[config.mk]
export PLATFORM = sky130hd
export DESIGN_NAME = equal_share_arb
export DESIGN_NICKNAME = d
export VERILOG_FILES = /design/src/rtl/equal_share_arb_pkg.sv /design/src/rtl/equal.sv /design/src/rtl/rr_pick.sv /design/src/rtl/equal_share_arb.sv
export SDC_FILE = /design/constraint.sdc
export NUM_CORES = 1
export LEC_CHECK = 0
export ABC_AREA = 1
export ABC_CLOCK_PERIOD_IN_PS = 6250
export BUFFER_PORTS_ARGS = -buffer_cell sky130_fd_sc_hd__buf_2
export CORE_MARGIN = 4
export CORE_UTILIZATION = 45
export DETAILED_ROUTE_END_ITERATION = 10
export MAX_ROUTING_LAYER = met4
export PLACE_DENSITY = 0.73
export SLEW_MARGIN = 15
export SYNTH_ARGS = -nofsm -noshare
export SYNTH_HDL_FRONTEND = slang
export SYNTH_SLANG_ARGS = --single-unit
[constraint.sdc]
create_clock -name clk -period 6.25 [get_ports clk]
set_input_delay 0.3125 -clock clk [delete_from_list [all_inputs] [get_ports clk]]
set_output_delay 0.3125 -clock clk [all_outputs]
set_load 0.03 [all_outputs]
[src/rtl/equal_share_arb_pkg.sv]
// Shared definitions for the equal-share compare arbiter: FSM state encoding
// and the requester-index width helper.
package equal_share_arb_pkg;

    typedef enum logic [1:0] {
        ST_IDLE = 2'd0,
        ST_CMP  = 2'd1,
        ST_RSP  = 2'd2
    } state_t;

    // ceil(log2(n)), never below 1 so a 2-requester build still has an id bit
    function automatic int unsigned id_width(input int unsigned n);
        int unsigned w;
        w = 1;
        while ((32'd1 << w) < n) w++;
        return w;
    endfunction

endpackage

[src/rtl/equal.sv]
// Behavioural model of the library equality macrocell: eq = (a == b)
// over the full operand width.
module equal #(
    parameter int unsigned WIDTH = 16
) (
    input  logic [WIDTH-1:0] a,
    input  logic [WIDTH-1:0] b,
    output logic             eq
);

    assign eq = (a == b);

endmodule

[src/rtl/rr_pick.sv]
// Combinational round-robin selector: first asserted request searching
// upward from last_grant+1 with wrap-around.
module rr_pick
    import equal_share_arb_pkg::*;
#(
    parameter  int unsigned NREQ = 4,
    localparam int unsigned ID_W = id_width(NREQ)
) (
    input  logic [NREQ-1:0] req,
    input  logic [ID_W-1:0] last_grant,
    output logic [NREQ-1:0] grant,
    output logic [ID_W-1:0] idx,
    output logic            any
);

    always_comb begin
        int unsigned k;
        logic [ID_W-1:0] k_idx;
        grant = '0;
        idx   = '0;
        any   = 1'b0;
        k     = 0;
        k_idx = '0;
        for (int unsigned off = 1; off <= NREQ; off++) begin
            k     = (32'(last_grant) + off) % NREQ;
            k_idx = ID_W'(k);
            if (!any && req[k_idx]) begin
                grant[k_idx] = 1'b1;
                idx          = k_idx;
                any          = 1'b1;
            end
        end
    end

endmodule

[src/rtl/equal_share_arb.sv]
// Round-robin arbiter sharing one equality comparator among NREQ requesters;
// each accepted request yields one registered match result with handshake.
module equal_share_arb
    import equal_share_arb_pkg::*;
#(
    parameter  int unsigned NREQ   = 4,
    parameter  int unsigned DATA_W = 16,
    parameter  int unsigned CNT_W  = 16,
    localparam int unsigned ID_W   = id_width(NREQ)
) (
    input  logic                   clk,
    input  logic                   rst_n,
    input  logic [NREQ-1:0]        req_valid,
    output logic [NREQ-1:0]        req_ready,
    input  logic [NREQ*DATA_W-1:0] req_a,
    input  logic [NREQ*DATA_W-1:0] req_b,
    output logic                   rsp_valid,
    input  logic                   rsp_ready,
    output logic [ID_W-1:0]        rsp_id,
    output logic                   rsp_match,
    input  logic                   cnt_clear,
    output logic [CNT_W-1:0]       match_cnt
);

    state_t            state, state_nxt;
    logic [NREQ-1:0]   pick_grant;
    logic [ID_W-1:0]   pick_idx;
    logic              pick_any;
    logic [ID_W-1:0]   last_grant;
    logic [DATA_W-1:0] a_q, b_q;
    logic              cmp_eq;
    logic              accept;
    logic              deliver;

    rr_pick #(.NREQ(NREQ)) u_pick (
        .req        (req_valid),
        .last_grant (last_grant),
        .grant      (pick_grant),
        .idx        (pick_idx),
        .any        (pick_any)
    );

    equal #(.WIDTH(DATA_W)) u_equal (
        .a  (a_q),
        .b  (b_q),
        .eq (cmp_eq)
    );

    assign accept  = (state == ST_IDLE) && pick_any;
    assign deliver = (state == ST_RSP) && rsp_ready;

    always_comb begin
        state_nxt = state;
        req_ready = '0;
        rsp_valid = 1'b0;
        unique case (state)
            ST_IDLE: if (pick_any) begin
                req_ready = pick_grant;
                state_nxt = ST_CMP;
            end
            ST_CMP: state_nxt = ST_RSP;
            ST_RSP: begin
                rsp_valid = 1'b1;
                if (rsp_ready) state_nxt = ST_IDLE;
            end
            default: state_nxt = ST_IDLE;
        endcase
        // the capture is discarded by reset, so no accept strobe may show either
        if (!rst_n) req_ready = '0;
    end

    always_ff @(posedge clk) begin
        if (!rst_n) begin
            state      <= ST_IDLE;
            last_grant <= ID_W'(NREQ - 1);
            a_q        <= '0;
            b_q        <= '0;
            rsp_id     <= '0;
            rsp_match  <= 1'b0;
            match_cnt  <= '0;
        end else begin
            state <= state_nxt;
            if (accept) begin
                a_q    <= req_a[pick_idx*DATA_W +: DATA_W];
                b_q    <= req_b[pick_idx*DATA_W +: DATA_W];
                rsp_id <= pick_idx;
            end
            if (state == ST_CMP) rsp_match <= cmp_eq;
            if (deliver) last_grant <= rsp_id;
            if (cnt_clear)
                match_cnt <= '0;
            else if (deliver && rsp_match && (match_cnt != '1))
                match_cnt <= match_cnt + CNT_W'(1);
        end
    end

endmodule

==> reports/qor.txt <==
Outcome: completed
Avg WL per Cell: 11.05 µm
Mapped Nets: 947
CP Data Arrival Time: 3970 ps
RSZ-0062 raised after global routing: no
Die X: 109.5 µm
Core ar.: 9910 µm²
Final ANT Viol Nets: 0
Ports: 160
Top cells by area, synth: dfxtp_1, nand3_1, inv_1
Reg2reg path depth: 14
Setup CP Type: flop to flop
Largest net degree at the start of global routing: 66
Worst-case clock buffer depth: 2
Inserted Clock Buffers: 5
Hold Vio Cnt, Final: 0
Tcrit/Tclk final: 0.5935
Via density: 4.742
Number of distinct library cells after synthesis: 36
IO buf count: 159
Setup ws final: 2541 ps
Cell taking the most area after synthesis: dfxtp_1
GRT Overall Usage: 0.2005
DRC viols: 0
Most frequent cells in the layout: inv_1, nand3_1, buf_2
CTS Sinks: 55
Cells after Synth: 802
Max Freq: 269.6 MHz
Die Area: 11990 µm²
Setup violations, final: 0
Chip height: 109.5 µm
Seq cells post-synth: 55
Number of global-route vias before repair: 4506
Normalized max-slew margin: 0.2638
Initial Utilization: 0.4679
CTS HTree Levels: 2
Min Tclk post-route: 3709 ps
Hold crit path type: input port to flop
Max Clock Skew: 9.575 ps
Pwr dens: 225.4 nW/µm²
Share of layout cells above drive strength 1: 0.2092
TritonCTS clock tree: yes
Hold depth: 2
Post-synth top area share: 0.2375
CP Max Fanout: 65
Mean Syn Cell Area: 5.782 µm²
Max-cap viol count: 0
CTS root buffer: clkbuf_8
Post-Syn Area: 4637 µm²
Worst-Skew Late Latency: 310 ps
Post-Route WL: 11770 µm
Setup Buffers After CTS: 0
Post-DP HPWL: 8976 µm
Gr ovfl total: 0
Worst EP required: 6510 ps
CP Capture Type: flop
Peak VDD IR: 116.2 µV
Nets: 1076
Detailed-router iteration count before antenna repair: 5
Area growth from synthesis to layout: 17.22%
Crit start category: flop
Ys Warns: 0
Actual slew at the worst max-slew pin: 1100 ps
Initial antenna violation count: 0
Global-route wire length before repair: 19460 µm
Commonest non-fill, non-tap cell in the layout: inv_1
GP Congestion: 0.8445
Seq/Total Area, Yosys: 0.2375
Pre-CTS setup slack: 2569 ps
Initial DRC Count: 304
Post-CTS resize count: 0
P_leak: 0.003345 µW
Setup_tns: 0 ps
Clock slew seen by the registers of the worst setup and hold paths: 100 ps
N_diodes: 0
Detailed-route via count: 5050
Slew Limit Fails: 0
Hold_buf cts: 0
Post-Route Utilization: 0.5485
Cell row count: 36
==> synthesized netlist by cell type (all sizes together) <==
cell type / n
nand4: 6
clkinv: 2
a31oi: 4
a21boi: 1
nor2: 56
clkbuf: 6
o31ai: 1
xor2: 6
nand2: 154
o21ai: 14
nand3: 183
nor3: 8
nor4: 1
o22ai: 9
a21oi: 32
inv: 215
nor3b: 1
a211oi: 1
buf: 33
xnor2: 2
dfxtp: 55
ha: 9
o2111ai: 1
o211ai: 2
==> power breakdown <==
group | total [µW] | switching (µW) | internal [µW]
clock network | 201 | 120 | 80.8
registers | 445 | 38.3 | 407
logic | 579 | 365 | 214
==> state kept, by name, summed over array words and instances, names as in the netlist <==
name / flops
a_q: 16
b_q: 16
match_cnt: 16
last_grant: 2
rsp_id: 2
state: 2
rsp_match: 1
==> worst paths after layout <==
check                startpoint       endpoint  slack (ps)
setup / recovery  last_grant[0]         a_q[5]        2540
hold reg to reg   match_cnt[14]  match_cnt[14]         470
hold / removal            rst_n  last_grant[1]         270
setup reg to reg  last_grant[0]         a_q[5]        2540
==> cell families (layout without fill, tap and decap cells) <==
| kind of cell | after synthesis | in the layout | synth area share |
|---|---|---|---|
| flops | 55 | 55 | 0.2375 |
| compound gates | 65 | 65 | 0.07717 |
| buf+inv | 256 | 386 | 0.2353 |
| xor+xnor | 8 | 8 | 0.01511 |
| simple gates | 409 | 409 | 0.4107 |
| fa+ha+maj | 9 | 9 | 0.02429 |
==> stage by stage <==
step	area, µm²	power [µW]	std cells	hold slack, ps
2_1_floorplan	4637	930.6	802	411.1
3_3_place_gp	5346	1030	1057	455.4
3_5_place_dp	5346	1036	1057	451.1
4_1_cts	5435	1237	1065	267.6
5_1_grt	5435	1343	1065	285.2
6_report	5435	1225	1065	268.5
==> final cells by class <==
type                    instances  area (µm²)
clock buffers                   6       72.57
clock inverters                 2       16.27
fillers                      1079        4474
inverters                     217       823.3
multi-input cells             491        2445
flip-flops and latches         55        1101
well taps                     133       166.4
repair buffers                161       810.8
==> metal layers <==
metal / share of wire / global-route usage / up-vias
met1: 0.44 / 0.2438 / 2190
met4: 0.012 / 0.04096 / 0
met3: 0.054 / 0.02349 / 11
li1: - / - / 2712
met5: 0 / - / -
met2: 0.49 / 0.3575 / 137
==> worst max-delay path: stages, from the launching register on <==
cell,delay [ps]
dfxtp_1,620
inv_4,140
ha_1,370
nand3_1,160
nand2_4,100
nor2_8,180
nand2_4,70
nand3_2,60
buf_4,500
nand2_2,790
nand2_1,250
nand3_1,110
nand3_1,150
nand2_1,70
inv_1,50
Power figures use the tool's default switching activity.
